File: src/rtl/pipe_stage_reg.sv
// pipe_stage_reg: elastic valid/ready stage register with a two-entry skid buffer and synchronous flush.
// Define PIPE_STAGE_STALL_CNT_EN to add a saturating back-pressure cycle counter on stall_cnt.
module pipe_stage_reg #(
  parameter int unsigned      WIDTH       = 32,
  parameter logic [WIDTH-1:0] RESET_VALUE = '0,
  parameter int unsigned      CNT_WIDTH   = 16
) (
  input  logic                 clk,
  input  logic                 rst,
  input  logic                 flush,
  input  logic                 in_valid,
  output logic                 in_ready,
  input  logic [WIDTH-1:0]     in_data,
  output logic                 out_valid,
  input  logic                 out_ready,
  output logic [WIDTH-1:0]     out_data
`ifdef PIPE_STAGE_STALL_CNT_EN
  ,
  output logic [CNT_WIDTH-1:0] stall_cnt
`endif
);

  if (WIDTH < 1 || CNT_WIDTH < 1) begin : g_bad_param
    $error("pipe_stage_reg: WIDTH and CNT_WIDTH must be at least 1");
  end

  typedef enum logic [1:0] {
    EMPTY = 2'd0,
    FULL  = 2'd1,
    SKID  = 2'd2
  } state_t;

  state_t           r_state;
  logic             r_in_ready;
  logic             r_out_valid;
  logic [WIDTH-1:0] r_m;
  logic [WIDTH-1:0] r_s;

  logic w_in_xfer;
  logic w_out_xfer;

  assign w_in_xfer  = in_valid && r_in_ready;
  assign w_out_xfer = r_out_valid && out_ready;

  // Handshake outputs are registered alongside the state so in_ready never sees out_ready.
  always_ff @(posedge clk or posedge rst) begin
    if (rst) begin
      r_state     <= EMPTY;
      r_in_ready  <= 1'b1;
      r_out_valid <= 1'b0;
      r_m         <= RESET_VALUE;
      r_s         <= RESET_VALUE;
    end else if (flush) begin
      r_state     <= EMPTY;
      r_in_ready  <= 1'b1;
      r_out_valid <= 1'b0;
    end else begin
      unique case (r_state)
        EMPTY: begin
          if (w_in_xfer) begin
            r_m         <= in_data;
            r_state     <= FULL;
            r_out_valid <= 1'b1;
          end
        end
        FULL: begin
          if (w_in_xfer && w_out_xfer) begin
            r_m <= in_data;
          end else if (w_out_xfer) begin
            r_state     <= EMPTY;
            r_out_valid <= 1'b0;
          end else if (w_in_xfer) begin
            r_s        <= in_data;
            r_state    <= SKID;
            r_in_ready <= 1'b0;
          end
        end
        SKID: begin
          if (w_out_xfer) begin
            r_m        <= r_s;
            r_state    <= FULL;
            r_in_ready <= 1'b1;
          end
        end
        default: begin
          r_state     <= EMPTY;
          r_in_ready  <= 1'b1;
          r_out_valid <= 1'b0;
        end
      endcase
    end
  end

  assign in_ready  = r_in_ready;
  assign out_valid = r_out_valid;
  assign out_data  = r_m;

`ifdef PIPE_STAGE_STALL_CNT_EN
  localparam logic [CNT_WIDTH-1:0] CNT_ONE = 1;

  logic [CNT_WIDTH-1:0] r_stall_cnt;

  // Saturates at all-ones; only rst clears it, flush leaves it alone.
  always_ff @(posedge clk or posedge rst) begin
    if (rst) begin
      r_stall_cnt <= '0;
    end else if (r_out_valid && !out_ready && (r_stall_cnt != '1)) begin
      r_stall_cnt <= r_stall_cnt + CNT_ONE;
    end
  end

  assign stall_cnt = r_stall_cnt;
`endif

endmodule

File: config.mk
export PLATFORM = sky130hd
export DESIGN_NAME = pipe_stage_reg
export DESIGN_NICKNAME = d
export VERILOG_FILES = /design/src/rtl/pipe_stage_reg.sv
export SDC_FILE = /design/constraint.sdc
export NUM_CORES = 1
export LEC_CHECK = 0
export CAP_MARGIN = 20
export CORE_MARGIN = 5
export CORE_UTILIZATION = 40
export CTS_CLUSTER_DIAMETER = 60
export CTS_CLUSTER_SIZE = 25
export DETAILED_ROUTE_END_ITERATION = 16
export GPL_ROUTABILITY_DRIVEN = 0
export GPL_TIMING_DRIVEN = 0
export PLACE_DENSITY = 0.64
export SLEW_MARGIN = 15
export SYNTH_ARGS = -nofsm -noshare
export SYNTH_HDL_FRONTEND = slang
export SYNTH_SLANG_ARGS = --single-unit
File: constraint.sdc
create_clock -name clk -period 2.32 [get_ports clk]
set_input_delay 0.464 -clock clk [delete_from_list [all_inputs] [get_ports clk]]
set_output_delay 0.464 -clock clk [all_outputs]
set_load 0.1 [all_outputs]
# Yosys cells after proc, flatten, opt, wreduce, memory -nomap -nowiden
# Cells that the tools add are included.
# op_classes
eq_ne,14
bitwise,3
mux,22
reduce_logical,10
# op_table
op,n
32-bit two-way mux,3
32-bit case mux with 3 select lines,1
"3-bit inequality test, second input constant",6
5-bit AND reduction,3
2-bit two-way mux,6
"2-bit inequality test, second input constant",5
1-bit two-way mux,9
4-bit AND reduction,2
1-bit case mux with 3 select lines,2
2-bit case mux with 3 select lines,1
"4-bit inequality test, second input constant",1
1-bit logical AND,3
1-bit inverter,3
3-bit nonzero test,1
"2-bit by 1-bit == test with 1-bit output, second input constant",1
"2-bit == test, second input constant",1
2-bit zero test,1
# totals
out_inout_bits,34
in_bits,37
reg_bits,68
word_cells,54

# Logic depth before layout (Yosys ltp)
# depth
depth_word,6
depth_mapped,5
mapped_depth_nobuf,3

# Worst setup path after synthesis
# OpenSTA, ideal clock, no wires.
# synth_timing
path_kind,register to register
startpoint,register r_out_valid (netlist: out_valid)
endpoint,register r_m[1] (netlist: out_data[1])
setup_slack_ns,0.036
stages_incl_launch_ff,5
t_arrival_ns,2.158
setup_time_ns,0.125
period_less_slack_ns,2.284
path_buffers,1
t_required_ns,2.195
cell_sequence,dfrtp_1 nand2_1 o32ai_4 buf_6 mux2_2
# synth_via
elab_chain_len,4
elab_cells_between_ends,5
cone_classes,eq/ne (2); reduce/logical (3)
# synth_rtl
item,line_no,rtl
start: declaration,35,logic r_out_valid;
start signal: assignment,50,r_out_valid <= 1'b0;
start signal: assignment,56,r_out_valid <= 1'b0;
start signal: assignment,63,r_out_valid <= 1'b1;
1-bit logical AND *,43,assign w_out_xfer = r_out_valid && out_ready;
1-bit logical AND,67,if (w_in_xfer && w_out_xfer) begin
2-bit inequality test (no source line),n/a,
5-bit AND reduction (no source line) *,n/a,
end signal: assignment,61,r_m <= in_data;
end signal: assignment,68,r_m <= in_data;
end signal: assignment,80,r_m <= r_s;
end: declaration,36,logic [WIDTH-1:0] r_m;
# Mark *: on every way between the ends. The rest lies on a longest branch, timed or not.
# A chain may end at the register's enable or synchronous reset.

# Final worst setup path
# layout_timing
startpoint,register r_m[2] (netlist: out_data[2])
endpoint,output out_data[2]
# layout_lines
item,line_no,rtl
end: declaration,16,output logic [WIDTH-1:0] out_data
# No word-level cell between the ends.

==> Implementation_results.wiki <==
{| class="wikitable"
! Metric !! Value
|-
| Most frequent standard cell in the layout excluding fill and tap cells || sky130_fd_sc_hd__dfrtp_1
|-
| Synthesized net count || between 200 and 250
|-
| Data required time at the worst endpoint || 1.86 ns
|-
| Top cell family by delay on the critical path || buffers and inverters
|-
| Depth of the critical timing path with buffers and inverters included || 1
|-
| Floorplan die height || between 90 and 100 microns
|-
| First-pass GRT wire length || around 10,000 microns
|-
| Post-route DRC violation count || 0
|-
| Status || finished, final reports clean
|-
| Setup repair after global routing missed its margin || no
|-
| Global router's overall resource usage || 0.136
|-
| Achievable clock frequency || ~440 MHz
|-
| Mapped Avg Cell Area || around 16 sq um
|-
| Number of buffers and inverters on the critical path || 1
|-
| Number of antenna violations at the first check in global routing || 0
|-
| Endpoint class of the critical path || primary output
|-
| Slowest cell on the critical path || sky130_fd_sc_hd__clkdlybuf4s50_1
|-
| Number of H-tree branching levels || 3
|-
| Setup slack on the worst flop-to-flop path || 0.48 ns
|-
| Dpl hpwl || 4250 microns
|-
| Post-Synthesis Cell Area || roughly 3200 sq um
|-
| First-pass iteration count of the detailed router || 4
|-
| Number of port buffers || 70
|-
| Setup crit end || out_data[2]
|-
| Number of global-route vias before repair || 2,066
|-
| Buffers from clock root to sink, at most || 2
|-
| Number of distinct library cells after synthesis || 26
|-
| Number of rows in the core area || 32
|-
| Clock input transition at the sequential cells of the worst setup and hold paths || around 0.080 ns
|-
| Stage delay of the slowest cell on the critical path || between 1 and 1.5 ns
|-
| Min Tclk post-route || 2.28 ns
|-
| Clock sink count || 68
|-
| Post-DP Area || 4050 sq um
|-
| CTS tree || done
|-
| # hold bufs at CTS || 0
|-
| Count of cells along the worst register-to-register path || 5
|-
| Antenna Nets Post-Route || 0
|-
| Final setup vio count || 0
|-
| Sequence of cells on the critical path || clkdlybuf4s50_1
|-
| Highest-count cells in the layout ignoring fill and taps || sky130_fd_sc_hd__dfrtp_1, sky130_fd_sc_hd__mux2_2, sky130_fd_sc_hd__clkdlybuf4s50_1, sky130_fd_sc_hd__mux2_4, sky130_fd_sc_hd__dlymetal6s2s_1
|-
| Post-route cell area || between 4000 and 5000 sq um
|-
| Yosys warns || 0
|-
| Buffer type at the clock tree root || sky130_fd_sc_hd__clkbuf_8
|-
| Final Max Tran Viols || 0
|-
| Fraction of the yosys area taken by sequential cells || 0.533
|-
| Kind of start point of the critical path || register
|-
| Slew headroom || 0.336
|-
| Slew at the pin closest to its max-slew limit || a little under 1 ns
|-
| Worst hold path class || in -> async
|-
| I/O pin total || 71
|-
| Total CTS buffers || 9
|-
| Endpoints failing hold || 0
|-
| Proportion of layout cells with a drive suffix above 1 || 0.449
|-
| Startpoint of the most critical setup path || out_data[2]
|-
| Final period util || 0.982
|-
| Ratio of routed vias to standard cells || 4.90
|-
| Critical path class || reg -> out
|-
| Total core area || just under 8000 sq um
|-
| Post-CTS Setup Repair Bufs || 0
|-
| Sum of routed wire length over all layers || approximately 6300 microns
|-
| Number of inserted diodes || 0
|-
| Die Outline Area || between 9000 and 10,000 sq um
|-
| RR Endpoint || out_data[23]
|-
| Initial cell density of the core || 0.411
|-
| Beginning of the worst register-to-register path || r_state[0]
|-
| Number of synthesized register bits || 68
|-
| Skew final || approximately 0.011 ns
|-
| First DRT Iteration DRCs || 25
|-
| Max cap viols || 0
|-
| Maximum net fanout on the critical path || 2
|-
| # nets final || 319
|-
| Worst hold slack after final layout || slightly below 0.5 ns
|-
| Number of standard cells after synthesis || 200
|-
| Routed len/inst || ~16 microns
|-
| Syn-to-layout area delta || 35.2%
|-
| Clock insertion delay at the later pin of the skew report || roughly 0.34 ns
|-
| Total grt overflow || 0
|-
| Largest net degree at the start of global routing || 38
|-
| Via count || approximately 1,900
|-
| Arrival time at the worst endpoint || roughly 1.8 ns
|-
| Die boundary width || roughly 100 microns
|}
[per-stage QoR]
stage | setup TNS (ns) | std cells | util | setup slack, ns
3_5_place_dp | -1.05 | 373 | 0.521 | -0.0426
5_1_grt | 0 | 389 | 0.556 | 0.00123
2_1_floorplan | 0 | 200 | - | 0.0362
6_report | 0 | 389 | 0.556 | 0.0425
3_3_place_gp | -74.40 | 372 | 0.518 | -1.10
4_1_cts | 0 | 389 | 0.549 | 0.00435
[what timing repair did]
item                                    in CTS  in global routing
gates resized for setup                      7                 23
cloned                                       0                  0
pin swaps                                    0                  0
hold endpoints to repair                     0                  0
endpoints found under the setup margin       7                 23
[kinds of logic after synthesis]
group                  after synthesis  synth area share
buffers and inverters               13            0.0333
flip-flops                          68             0.533
AO/OA/AOI/OAI                       10            0.0302
multiplexers                        96             0.374
AND/OR/NAND/NOR                     13            0.0298
[state kept, by name, summed over array words and instances, names as in the netlist]
register   count
r_s           32
r_state        2
out_data      32
out_valid      1
in_ready       1
[metal layers]
layer  up-vias  GRT usage  routed length (microns)
met4         0     0.0599                      122
met2        43      0.215                     3110
met5         -          0                        0
li1        889          -                        -
met3        10     0.0330                      255
met1       964      0.177                     2850
[synth_stat cells]
library cell	n	area [sq um]
sky130_fd_sc_hd__nand4bb_4	1	27.5
sky130_fd_sc_hd__dfstp_2	1	26.3
sky130_fd_sc_hd__a211o_1	1	8.76
sky130_fd_sc_hd__buf_6	7	78.8
sky130_fd_sc_hd__a221oi_1	1	8.76
sky130_fd_sc_hd__o21ai_0	1	5.00
sky130_fd_sc_hd__mux2_1	1	11.3
sky130_fd_sc_hd__inv_1	2	7.51
sky130_fd_sc_hd__nand3b_1	1	7.51
sky130_fd_sc_hd__o32ai_4	1	27.5
sky130_fd_sc_hd__nor3b_1	1	7.51
sky130_fd_sc_hd__nor4b_1	1	8.76
sky130_fd_sc_hd__nor2_1	3	11.3
sky130_fd_sc_hd__o21bai_1	1	7.51
sky130_fd_sc_hd__buf_2	4	20.0
sky130_fd_sc_hd__and3b_1	1	8.76
sky130_fd_sc_hd__a21o_1	1	7.51
sky130_fd_sc_hd__mux2_2	65	732
sky130_fd_sc_hd__nand2b_1	1	6.26
sky130_fd_sc_hd__or2_1	1	6.26
sky130_fd_sc_hd__nand2_1	3	11.3
sky130_fd_sc_hd__mux2_4	30	450
sky130_fd_sc_hd__a21boi_2	1	11.3
sky130_fd_sc_hd__dfrtp_1	67	1680
sky130_fd_sc_hd__a21bo_2	1	10.0
sky130_fd_sc_hd__a21oi_1	2	10.0
[cell type report]
cell class                 count  area, sq um
fill                         660         3450
sequential                    68         1700
multi-input combinational    119         1390
timing repair buffer          71          769
clock buffer                  10          138
tap                          102          128
buffer                        11         98.8
clock inverter                 6         87.6
inverter                       2         10.0
[worst min-delay path by stage]
| stage | from | end | cells past startpoint |
|---|---|---|---|
| floorplan | r_s[30] | r_s[30] | 1 |
| global placement | r_s[31] | r_s[31] | 1 |
| detailed placement | r_s[18] | r_s[18] | 1 |
| CTS | rst | out_data[28] | 2 |
| global route | rst | out_data[27] | 2 |
| finish | rst | out_data[19] | 2 |
Power is not shown: default switching activity piles up to over one toggle a cycle in this logic, so the estimate is an artifact.
